===== src/rtl/bsg_dmc_ui_arbiter.sv =====
// Round-robin arbiter sharing one bsg_dmc app_* interface between two requesters.
// Optional performance counters are enabled with `define BSG_DMC_UI_ARB_PERF_EN.
module bsg_dmc_ui_arbiter #(
   parameter int unsigned ui_addr_width_p = 28,
   parameter int unsigned ui_data_width_p = 128,
   parameter int unsigned ui_burst_len_p  = 2,
   parameter int unsigned max_reads_p     = 8
) (
   input  logic                                     clk_i,
   input  logic                                     reset_i,
   input  logic [1:0][ui_addr_width_p-1:0]          req_app_addr_i,
   input  logic [1:0][2:0]                          req_app_cmd_i,
   input  logic [1:0]                               req_app_en_i,
   output logic [1:0]                               req_app_rdy_o,
   input  logic [1:0]                               req_app_wdf_wren_i,
   input  logic [1:0][ui_data_width_p-1:0]          req_app_wdf_data_i,
   input  logic [1:0][(ui_data_width_p>>3)-1:0]     req_app_wdf_mask_i,
   input  logic [1:0]                               req_app_wdf_end_i,
   output logic [1:0]                               req_app_wdf_rdy_o,
   output logic [1:0]                               req_app_rd_data_valid_o,
   output logic [ui_data_width_p-1:0]               req_app_rd_data_o,
   output logic [1:0]                               req_app_rd_data_end_o,
   output logic [ui_addr_width_p-1:0]               app_addr_o,
   output logic [2:0]                               app_cmd_o,
   output logic                                     app_en_o,
   input  logic                                     app_rdy_i,
   output logic                                     app_wdf_wren_o,
   output logic [ui_data_width_p-1:0]               app_wdf_data_o,
   output logic [(ui_data_width_p>>3)-1:0]          app_wdf_mask_o,
   output logic                                     app_wdf_end_o,
   input  logic                                     app_wdf_rdy_i,
   input  logic                                     app_rd_data_valid_i,
   input  logic [ui_data_width_p-1:0]               app_rd_data_i,
   input  logic                                     app_rd_data_end_i,
`ifdef BSG_DMC_UI_ARB_PERF_EN
   output logic [1:0][31:0]                         grant_count_o,
   output logic [31:0]                              stall_count_o,
`endif
   output logic                                     rd_orphan_o
);

   localparam int unsigned ptr_width_lp  = $clog2(max_reads_p);
   localparam int unsigned cnt_width_lp  = $clog2(max_reads_p + 1);
   localparam int unsigned beat_width_lp = (ui_burst_len_p > 1) ? $clog2(ui_burst_len_p) : 1;
   localparam logic [2:0]  cmd_write_lp  = 3'b000;
   localparam logic [2:0]  cmd_read_lp   = 3'b001;

   typedef enum logic [1:0] {eIdle, eCmd, eWdata} state_e;

   state_e                    state_q, state_d;
   logic                      grant_q, grant_d;
   logic                      last_q, last_d;
   logic [beat_width_lp-1:0]  beat_q, beat_d;
   logic [max_reads_p-1:0]    id_mem_q;
   logic [ptr_width_lp-1:0]   wr_ptr_q, rd_ptr_q;
   logic [cnt_width_lp-1:0]   count_q, count_d;
   logic                      orphan_q;

   logic fifo_full, fifo_empty, head_id, rd_hit, push, pop;
   logic cmd_is_rd, cmd_is_wr, block, cmd_hs, wdf_hs;

   assign fifo_full  = (count_q == cnt_width_lp'(max_reads_p));
   assign fifo_empty = (count_q == '0);
   assign head_id    = id_mem_q[rd_ptr_q];

   assign cmd_is_rd  = (req_app_cmd_i[grant_q] == cmd_read_lp);
   assign cmd_is_wr  = (req_app_cmd_i[grant_q] == cmd_write_lp);
   // A read is held off while every ID slot is taken; an end-pop this cycle does not free one.
   assign block      = cmd_is_rd & fifo_full;
   assign cmd_hs     = req_app_en_i[grant_q] & app_rdy_i & ~block;
   assign wdf_hs     = req_app_wdf_wren_i[grant_q] & app_wdf_rdy_i;

   // Command / write-data steering and next-state logic.
   always_comb begin
      state_d           = state_q;
      grant_d           = grant_q;
      last_d            = last_q;
      beat_d            = beat_q;
      push              = 1'b0;
      req_app_rdy_o     = '0;
      req_app_wdf_rdy_o = '0;
      app_en_o          = 1'b0;
      app_wdf_wren_o    = 1'b0;
      app_addr_o        = req_app_addr_i[grant_q];
      app_cmd_o         = req_app_cmd_i[grant_q];
      app_wdf_data_o    = req_app_wdf_data_i[grant_q];
      app_wdf_mask_o    = req_app_wdf_mask_i[grant_q];
      app_wdf_end_o     = req_app_wdf_end_i[grant_q];
      unique case (state_q)
         eIdle: begin
            if (|req_app_en_i) begin
               grant_d = (&req_app_en_i) ? ~last_q : req_app_en_i[1];
               state_d = eCmd;
            end
         end
         eCmd: begin
            app_en_o               = req_app_en_i[grant_q] & ~block;
            req_app_rdy_o[grant_q] = app_rdy_i & ~block;
            if (!req_app_en_i[grant_q]) begin
               state_d = eIdle;
            end else if (cmd_hs) begin
               if (cmd_is_wr) begin
                  state_d = eWdata;
                  beat_d  = '0;
               end else begin
                  state_d = eIdle;
                  last_d  = grant_q;
                  push    = cmd_is_rd;
               end
            end
         end
         eWdata: begin
            app_wdf_wren_o             = req_app_wdf_wren_i[grant_q];
            req_app_wdf_rdy_o[grant_q] = app_wdf_rdy_i;
            if (wdf_hs) begin
               beat_d = (beat_q == beat_width_lp'(ui_burst_len_p - 1)) ? '0 : beat_q + beat_width_lp'(1);
               if (req_app_wdf_end_i[grant_q]) begin
                  state_d = eIdle;
                  last_d  = grant_q;
                  beat_d  = '0;
               end
            end
         end
         default: state_d = eIdle;
      endcase
   end

   // Read return routing to the oldest outstanding issuer.
   assign rd_hit                  = app_rd_data_valid_i & ~fifo_empty;
   assign pop                     = rd_hit & app_rd_data_end_i;
   assign req_app_rd_data_valid_o = {head_id, ~head_id} & {2{rd_hit}};
   assign req_app_rd_data_end_o   = {head_id, ~head_id} & {2{pop}};
   assign req_app_rd_data_o       = app_rd_data_valid_i ? app_rd_data_i : '0;
   assign rd_orphan_o             = orphan_q;

   always_comb begin
      count_d = count_q;
      if (push && !pop)      count_d = count_q + cnt_width_lp'(1);
      else if (pop && !push) count_d = count_q - cnt_width_lp'(1);
   end

   always_ff @(posedge clk_i or posedge reset_i) begin
      if (reset_i) begin
         state_q  <= eIdle;
         grant_q  <= 1'b0;
         last_q   <= 1'b1;
         beat_q   <= '0;
         id_mem_q <= '0;
         wr_ptr_q <= '0;
         rd_ptr_q <= '0;
         count_q  <= '0;
         orphan_q <= 1'b0;
      end else begin
         state_q <= state_d;
         grant_q <= grant_d;
         last_q  <= last_d;
         beat_q  <= beat_d;
         count_q <= count_d;
         if (push) begin
            id_mem_q[wr_ptr_q] <= grant_q;
            wr_ptr_q           <= wr_ptr_q + ptr_width_lp'(1);
         end
         if (pop) rd_ptr_q <= rd_ptr_q + ptr_width_lp'(1);
         if (app_rd_data_valid_i && fifo_empty) orphan_q <= 1'b1;
      end
   end

`ifdef BSG_DMC_UI_ARB_PERF_EN
   logic [1:0][31:0] grant_cnt_q;
   logic [31:0]      stall_cnt_q;
   logic             acc_c, stall_c;

   assign acc_c   = (state_q == eCmd) & cmd_hs;
   assign stall_c = (state_q == eCmd) & req_app_en_i[grant_q] & ~req_app_rdy_o[grant_q];

   // Saturating event counters.
   always_ff @(posedge clk_i or posedge reset_i) begin
      if (reset_i) begin
         grant_cnt_q <= '0;
         stall_cnt_q <= '0;
      end else begin
         if (acc_c && (grant_cnt_q[grant_q] != '1))
            grant_cnt_q[grant_q] <= grant_cnt_q[grant_q] + 32'(1);
         if (stall_c && (stall_cnt_q != '1))
            stall_cnt_q <= stall_cnt_q + 32'(1);
      end
   end

   assign grant_count_o = grant_cnt_q;
   assign stall_count_o = stall_cnt_q;
`endif

endmodule


===== config.mk =====
export PLATFORM = sky130hd
export DESIGN_NAME = bsg_dmc_ui_arbiter
export DESIGN_NICKNAME = d
export VERILOG_FILES = /design/src/rtl/bsg_dmc_ui_arbiter.sv
export SDC_FILE = /design/constraint.sdc
export NUM_CORES = 1
export LEC_CHECK = 0
export ABC_CLOCK_PERIOD_IN_PS = 3450
export CAP_MARGIN = 15
export CORE_AREA = 5 5 308 310
export DETAILED_ROUTE_END_ITERATION = 7
export DIE_AREA = 0 0 313 315
export HOLD_SLACK_MARGIN = 0.03
export PLACE_DENSITY = 0.37
export RECOVER_POWER = 100
export SLEW_MARGIN = 20
export SYNTH_ARGS = -nofsm -noshare
export SYNTH_HDL_FRONTEND = slang
export SYNTH_SLANG_ARGS = --single-unit

===== constraint.sdc =====
create_clock -name clk_i -period 3.45 [get_ports clk_i]
set_input_delay 0.69 -clock clk_i [delete_from_list [all_inputs] [get_ports clk_i]]
set_output_delay 0.69 -clock clk_i [all_outputs]
set_load 0.005 [all_outputs]

==> impl_results.md, run 1 <==
* DRC Markers at 0
* Worst R2R Path Depth at 10
* Seq cells post-synth at 23
* DR WL/cell at 21.8 um
* P_sw at 0.00218 W
* Die width at 313 um
* RSZ-0062 raised after global routing: no
* # fillers at 10.3k
* CTS Root Cell: clkbuf_16
* First-pass GRT wire length at 67000 um
* Final Hold Viols at 0
* Drt pass-1 iters at 4
* Vias in the first global route at 7577
* Max-slew violation count at 0
* Pint at 0.00308 W
* Final setup skew at 0.0144 ns
* Largest net degree at the start of global routing at 78
* Max-cap violations at 0
* Kind of path behind the tightest hold check: flip-flop to flip-flop
* Slew @ Worst Pin at 0.864 ns
* Fin nets at 1770
* Post-route design area at 0.0140 mm^2
* Latest clock arrival within the worst-skew pair at 0.28 ns
* Combinational family with the most area after synthesis: multiplexers
* Post-synth ARST share at 100%
* GR Util met3 at 6.13%
* CTS sink count at 23
* Worst Hold Margin at 0.489 ns
* Max Buffers Root-to-Sink at 2
* Worst Setup Start Kind: flip-flop
* Peak supply drop at 0.000265 V
* Most frequent cells in the layout: 605 x clkdlybuf4s50_1, 196 x dlygate4sd3_1, 148 x mux2_2, 71 x and2_0, 58 x and2_1
* Final period utilization at 96.8%
* Adder-Cell Fraction of Synth Area at 1.90%
* Die span in y at 315 um
* Finish-stage setup viols at 0
* Synthesized instance count at 469
* H-Tree Depth at 1
* Multi-input gate area at 0.00358 mm^2
* Reg2reg start: grant_q
* Critical Path Sink Type: primary output
* TNS Setup at 0 ns
* Port Buffers at 804
* Number of DRC markers in iteration 0 at 248
* Post-CTS Setup Inserts at 0
* Min-Delay Endpoint: id_mem_q[3]
* R2R Path End: count_q[3]
* Xor/xnor cell area share of the yosys netlist at 1.21%
* P_leak at 5.04 nW
* CTS Hold Bufs at 0
* CORE AREA at 0.0914 mm^2
* Power Density at 375 mW/mm^2
* Status: finished clean
* Gr busiest metal: met2
* Post-DP HPWL at 49700 um
* Main flop type after synthesis: dfrtp_1
* Slowest CP cell: dlygate4sd3_1
* Most common cell after layout, fill and taps aside: clkdlybuf4s50_1
* Reg-to-reg slack, setup at 0.38 ns
* Row count at 111
* Compound-Gate Fraction of Synth Area at 3.31%
* Sw Ratio at 41.5%
* Post-Synth Simple-Gate Area at 25.3%
* Vias at 6994
* Worst slew margin relative to its limit at 42.4%
* Proportion of layout cells with a drive suffix above 1 at 14.9%
* Met1 GRT Util at 10.1%
* Comb pwr share at 85.8%
* Initial core utilization at 4.75%
* Gr ovfl total at 0
* Antenna Nets Post-Route at 0
* Hold Path Origin: id_mem_q[3]
* CTS tree: yes
* Critical path's most frequent cell: buf_4
* Distinct cells, synth at 50
* All-Layer GR Usage at 9.93%
* Post-cts sizing count at 2
* Crit path max fanout at 5
* Register Area at 581 um^2
* WHS Path Cells at 1
* Largest stage delay, worst path at 0.64 ns
* Yosys warnings at 0
* Clock share of power at 5.3%
* Seq pwr share at 8.9%
* Post-route minimum period at 3.34 ns
* M2 GR Usage at 17.9%
* Worst Path Arrival at 2.65 ns
* Maximum clock rate at 299 MHz
* Antenna violations before repair at 17
* Crit path kind: flip-flop to primary output
* Boundary pin count at 805
* Worst EP required at 2.76 ns
* GP Congestion at 0.898
* Post-Route WL at 53700 um
* Area post-placement at 0.0140 mm^2
* Post-synthesis sequential area ratio at 13.3%
* CTS Buf Count at 3
* Mux cell area share after synthesis at 50.7%
* Placed Instances at 2455
* Syn_nets at 965
* Die Area at 0.0986 mm^2
* Synthesized area per cell at 9.26 um^2
* Worst path cell trace: or4_1 > clkbuf_1 > nand3_1 > buf_4 > buf_4 > nor2_1 > dlygate4sd3_1
* Vias per inst at 2.84
* Clock Pin Slew Worst Setup and Hold Paths at 0.08 ns
* Non-filler cells, final at 2467
* Syn Std Cell Area at 0.00434 mm^2
* Area delta synth->final at 223%
* Number of flops mapped to enable cells by yosys at 0
## synth_stat cells (2+ instances only)
cell	number	share of area, %
mux2_2	181	47
and2_1	129	19
clkbuf_1	28	2.4
dfrtp_1	22	13
nor2_1	10	0.86
buf_2	9	1.0
mux2_1	7	1.8
nand2_1	7	0.61
ha_1	5	1.4
inv_1	5	0.43
nand3_1	5	0.58
nor3_1	5	0.58
mux2i_1	4	0.92
nor3b_1	4	0.69
xnor2_1	4	0.81
nand3b_1	3	0.52
o21ai_0	3	0.35
a21o_1	2	0.35
mux4_2	2	1.0
nand4_1	2	0.29
nand4b_1	2	0.40
xor2_1	2	0.40
## sequential cells by signal, indices dropped and copies added, names as in the netlist
register     count
state_q          2
count_q          4
rd_orphan_o      1
last_q           1
wr_ptr_q         3
grant_q          1
rd_ptr_q         3
id_mem_q         8
## how the worst max path moves through the flow
| stage | startpoint | endpoint | slack [ns] |
|---|---|---|---|
| floorplan | req_app_cmd_i[4] | count_q[3] | 0.22 |
| global placement | req_app_cmd_i[4] | count_q[3] | -0.38 |
| detailed placement | req_app_cmd_i[4] | count_q[3] | -0.29 |
| CTS | req_app_cmd_i[4] | count_q[3] | 0.01 |
| global route | req_app_cmd_i[2] | req_app_rdy_o[1] | 0.02 |
| finish | count_q[3] | req_app_rd_data_end_o[1] | 0.11 |
## layer usage
layer,up-vias,routed length (um)
met4,6,584
met1,3224,18300
met5,-,38
met3,35,7480
li1,3262,-
met2,467,27300
## power groups by stage
stage | registers (W) | clock network (W) | logic, W
global route | 0.000485 | 0.000300 | 0.00489
global placement | 0.000471 | 0 | 0.00493
CTS | 0.000475 | 0.000287 | 0.00494
detailed placement | 0.000480 | 0 | 0.00489
finish | 0.000470 | 0.000278 | 0.00452
floorplan | 0.000425 | 0 | 0.00180
## area by class of cell
| cell class | instances | share of cell area [%] |
|---|---|---|
| Timing Repair Buffer | 839 | 59.0 |
| Multi-Input combinational cell | 402 | 25.5 |
| Tap cell | 1186 | 10.6 |
| Sequential cell | 23 | 4.13 |
| Clock buffer | 4 | 0.561 |
| Antenna cell | 8 | 0.143 |
| Inverter | 5 | 0.134 |
## critical path: cells and delay by family, from the launching register on
kind	cells	cell delay [ns]
buffers and inverters	4	1.22
AND/OR/NAND/NOR	3	0.71
flip-flops	1	0.44
## logic make-up (layout without fill, tap and decap cells)
group	Yosys count	after routing
AO/OA/AOI/OAI	18	18
flip-flops	23	23
AND/OR/NAND/NOR	178	178
other	0	8
adder cells (fa/ha/maj)	6	6
buffers and inverters	44	848
XOR/XNOR	6	6
multiplexers	194	194
## per-stage QoR
| stage | utilization, % | power (W) | worst slack, ns |
|---|---|---|---|
| 4_1_cts | 15.4 | 0.00570 | 0.0144 |
| 3_3_place_gp | 15.3 | 0.00540 | -0.382 |
| 3_5_place_dp | 15.3 | 0.00537 | -0.286 |
| 5_1_grt | 15.4 | 0.00568 | 0.0157 |
| 2_1_floorplan | - | 0.00223 | 0.218 |
| 6_report | 15.4 | 0.00527 | 0.111 |
(Power assumes the default switching activity.)
==> inputs of run 2 (changes only) <==
PLACE_DENSITY = 0.31   (was 0.37)
==> impl_results.md, run 2 (synthesis results as in run 1) <==
* First-pass GRT wire length at 71600 um
* Max-slew violation count at 0
* Boundary pin count at 805
* Status: finished clean
* GP Congestion at 0.895
* Worst R2R Path Depth at 10
* Biggest regs: id_mem_q (8), count_q (4)
* Initial core utilization at 4.75%
* Worst Setup Start Kind: input pin
* Finish-stage setup viols at 0
* Number of DRC markers in iteration 0 at 201
* Drt pass-1 iters at 4
* Hold Path Origin: id_mem_q[3]
* Most frequent cells in the layout: 786 x clkdlybuf4s50_1, 181 x mux2_2, 129 x and2_1, 29 x buf_4, 21 x dfrtp_1
* Proportion of layout cells with a drive suffix above 1 at 18.7%
* Area post-placement at 0.0139 mm^2
* Final setup skew at 0.00232 ns
* DR WL/cell at 23.9 um
* Peak supply drop at 0.000250 V
* Area delta synth->final at 225%
* Power Density at 401 mW/mm^2
* Vias per inst at 2.82
* Kind of path behind the tightest hold check: flip-flop to flip-flop
* TNS Setup at 0 ns
* DRC Markers at 0
* Number of flip-flops in the largest register at 8
* Most common cell after layout, fill and taps aside: clkdlybuf4s50_1
* # fillers at 10.3k
* Largest Register: id_mem_q
* Worst Path Arrival at 3.56 ns
* Slew @ Worst Pin at 1.38 ns
* Clock share of power at 4.6%
* Latest clock arrival within the worst-skew pair at 0.26 ns
* Worst EP required at 3.60 ns
* CTS sink count at 23
* RSZ-0062 raised after global routing: yes
* CTS Hold Bufs at 0
* Post-Route WL at 58800 um
* Largest net degree at the start of global routing at 112
* CTS Root Cell: clkbuf_16
* Post-route minimum period at 3.41 ns
* Row count at 111
* P_leak at 5.00 nW
* Final Hold Viols at 0
* CORE AREA at 0.0914 mm^2
* Max Buffers Root-to-Sink at 2
* Vias at 6946
* Antenna Nets Post-Route at 0
* Crit path kind: input pin to flip-flop
* Critical Path Sink Type: flip-flop
* H-Tree Depth at 1
* Sw Ratio at 40.6%
* Maximum clock rate at 293 MHz
* Worst slew margin relative to its limit at 7.90%
* Port Buffers at 804
* Clock Pin Slew Worst Setup and Hold Paths at 0.06 ns
* Comb pwr share at 86.2%
* Reg-to-reg slack, setup at 0.22 ns
* P_sw at 0.00230 W
* Worst Hold Margin at 0.491 ns
* Worst setup path startpoint: req_app_cmd_i[4]
* Reg2reg start: grant_q
* Gr ovfl total at 0
* CTS Buf Count at 3
* Crit path to: count_q[3]
* Die span in y at 315 um
* Fin nets at 1760
* Seq pwr share at 9.2%
* Crit path max fanout at 2
* Post-DP HPWL at 53800 um
* Max-cap violations at 0
* Die Area at 0.0986 mm^2
* Antenna violations before repair at 16
* All-Layer GR Usage at 10.8%
* CTS tree: yes
* Vias in the first global route at 7621
* Final period utilization at 98.9%
* R2R Path End: count_q[3]
* Die width at 313 um
* Pint at 0.00337 W
* Post-route design area at 0.0141 mm^2
[run 2: cell types whose count changed in the layout (fill, tap and decap cells not counted), moves of 3 or more]
cell             change
clkbuf_2             -3
buf_4                +5
mux2_1              -33
and2_0              -71
buf_12               +3
dlygate4sd3_1      -194
clkbuf_1             -8
and2_1              +71
clkdlybuf4s50_1    +181
mux2_2              +33
[run 2: routing by layer]
metal / vias to the layer above / share of wire (%) / global-route usage (%)
li1: 3252 / - / -
met1: 3174 / 34 / 11.1
met2: 494 / 50 / 19.1
met3: 26 / 15 / 7.03
met4: 0 / 0.97 / 1.19
met5: - / 0 / 0
[run 2: how the worst min path moves through the flow]
stage / endpoint / slack [ns] / cells past startpoint
2_1_floorplan: id_mem_q[6] / 0.45 / 1
3_3_place_gp: id_mem_q[3] / 0.47 / 1
3_5_place_dp: id_mem_q[3] / 0.47 / 1
4_1_cts: id_mem_q[3] / 0.49 / 1
5_1_grt: id_mem_q[5] / 0.52 / 1
6_report: id_mem_q[3] / 0.49 / 1
[run 2: metrics by stage]
step	total power [W]	utilization, %	setup slack, ns	cells
global route	0.00613	15.4	-0.101	2452
finish	0.00566	15.4	0.0376	2459
CTS	0.00579	15.4	-0.00716	2447
detailed placement	0.00544	15.2	-0.307	2443
global placement	0.00549	15.2	-0.381	2443
floorplan	0.00223	-	0.218	469
[run 2: repair_timing]
item | CTS | global route
setup buffers | 0 | 1
gates resized for setup | 6 | 5
gates cloned | 0 | 1
setup endpoints to repair | 7 | 6
[run 2: final cells by class]
cell class	count	area, um^2	area share, %
timing repair buffer	829	8310	58.9
multi-input combinational	402	3610	25.6
tap	1186	1480	10.5
sequential	23	581	4.11
clock buffer	3	75.1	0.532
antenna	10	25.0	0.177
inverter	5	18.8	0.133
clock inverter	1	5.00	0.0355
[run 2: power by group through the flow]
stage	clock (W)	sequential, W	combinational [W]
after floorplan	0	0.000425	0.00180
after global placement	0	0.000512	0.00497
after detailed placement	0	0.000513	0.00492
after CTS	0.000276	0.000512	0.00500
after global routing	0.000288	0.000543	0.00530
final	0.000261	0.000521	0.00488
[run 2: worst max-delay path, cell delays in order]
cell	delay, ns
clkdlybuf4s50_1	0.43
or3b_4	0.45
a211o_4	0.35
nor2_4	0.13
ha_1	0.17
inv_1	0.06
ha_1	0.28
a21o_1	0.23
a2111oi_4	0.36
a31oi_1	0.08
a221o_1	0.31
==> RTL edit: new RTL, config.mk and constraints of run 2 <==
Build with the macro `BSG_DMC_UI_ARB_PERF_EN` defined.
--- a/src/rtl/bsg_dmc_ui_arbiter.sv
+++ b/src/rtl/bsg_dmc_ui_arbiter.sv
@@ -1,5 +1,7 @@
 // Round-robin arbiter sharing one bsg_dmc app_* interface between two requesters.
 // Optional performance counters are enabled with `define BSG_DMC_UI_ARB_PERF_EN.
+`define BSG_DMC_UI_ARB_PERF_EN
+
 module bsg_dmc_ui_arbiter #(
    parameter int unsigned ui_addr_width_p = 28,
    parameter int unsigned ui_data_width_p = 128,
Behaviour (old outputs only; new: grant_count_o and stall_count_o): unchanged (Yosys induction, for registers that start in step).
==> RTL edit against run 2 <==
  * The run now ends with capacitance limit, slew limit left
  * Non-clock buffer count rose by 131
  * Wire length rose by 57%
  * Critical path type is now reg2out
  * Worst setup slack improved by 0.062 ns
  * Die area did not move
  * Count of clock-buffer cells in the layout rose by 19
  * Area after synthesis rose by 110%
  * Critical path depth fell by 7
  * Total power rose by 63%
  * Via count rose by 61%
  * Sequential share of layout area rose by 10 points
  * Sequential cell count rose by 96
  * Final area rose by 45%
  * Cell count rose by 24%
==> RTL edit: results (changes against run 2) <==
met3 WL 7.17 mm (-19%); XOR/XNOR Fraction of Synth Area 9.29% (+8.1 points); Compound-Gate Fraction of Synth Area 4.49% (+1.2 points); failing checks capacitance limit, slew limit; CTS Buf Count 17 (+14); Setup Fix Bufs, Post-CTS 6 (+6); WL met1 31.0 mm (+55%); met2 usage 36.7% (+18 points); Flop pwr share 19.9% (+11 points); P_seq 0.00184 W (+250%); most frequent cells after synthesis 194 x mux2_2, 134 x and2_1, 118 x dfrtp_1; Peak VDD IR 0.352 mV (+40%); Post-DP Area 0.0199 mm² (+43%); post_cts resized 2 (-4); area share of fa/ha/maj cells after synthesis 1.18% (-0.73 points); hold slack 0.466 ns (-0.0247 ns); max-cap violation count 1 (+1); Global Route Usage Sum 17.9% (+7.1 points); Leakage 8.24 nW (+65%); max reg flops 64 (+56); final WL 92.4 mm (+57%); largest net degree at the start of global routing 120 (+7.1%); WL met2 52.5 mm (+78%); reg-to-reg slack, setup 0.21 ns; DRT Pass-1 Iters 5 (+1); status complete, but fails checks; Tmin final 3.35 ns (-0.0624 ns); initial DRC count 530 (+160%); # fillers 9945 (-3.7%); initial antenna violation count 51 (+35); max layer used met5; top fanout value on the critical path 60 (+58); Worst Skew 0.0174 ns (+0.0151 ns); met3 Track Usage GR 6.53% (-0.51 points); Arr. time, crit path 2.66 ns (-0.90 ns); Place WS 0.00148 ns (+0.308 ns); max-slew violations 120 (+120); Max-slew headroom -24.8% (-33 points); vias 11200 (+61%); crit path from grant_q; Syn Inst Count 905 (+93%); P_comb 0.00537 W (+10%); Nets 2331 (+32%); number of global-route vias before repair 11900 (+56%); worst skew pair latency 0.47 ns (+0.21 ns); post-synthesis sequential area ratio 32.6% (+19 points); synth unique cells 65 (+30%); met1 Track Usage GR 17.2% (+6.1 points); post-synthesis mux area share 25.7% (-25 points); Post-DP HPWL 82.5 mm (+53%); Reg-to-Reg End grant_count_o[62]; routed len/inst 30.4 µm (+27%); largest cells by area after synthesis dfrtp_1 32%, mux2_2 24%, and2_1 9.2%, xnor2_1 6.1%, xor2_1 3.2%; Worst setup endpoint app_addr_o[15]; sink of the worst hold path rd_orphan_o
[RTL edit: cell count changes after synthesis, moves of 9 or more]
cell / run 2 / this run
dfrtp_1: 22 / 118
xnor2_1: 4 / 64
nand2_1: 7 / 55
nand3_1: 5 / 41
xor2_1: 2 / 33
nand4_1: 2 / 26
and3_1: 0 / 17
buf_2: 9 / 24
mux2_2: 181 / 194
nor2_1: 10 / 23
a21oi_1: 1 / 11
nand3b_1: 3 / 13
clkbuf_1: 28 / 19
nor3_1: 5 / 14
[RTL edit: critical path, stage by stage (launching register included)]
cell,delay (ns)
dfrtp_4,0.63
buf_16,0.32
buf_12,0.24
mux2_2,0.36
clkdlybuf4s50_1,0.54
[RTL edit: final cells by class]
cell class / instances / area share (%)
diodes: 8 / 0.0975
clock buffers: 22 / 2.31
clock inverters: 9 / 0.798
inverters: 9 / 0.183
multi-input cells: 726 / 28.5
flip-flops and latches: 119 / 14.5
well taps: 1186 / 7.23
repair buffers: 960 / 46.3
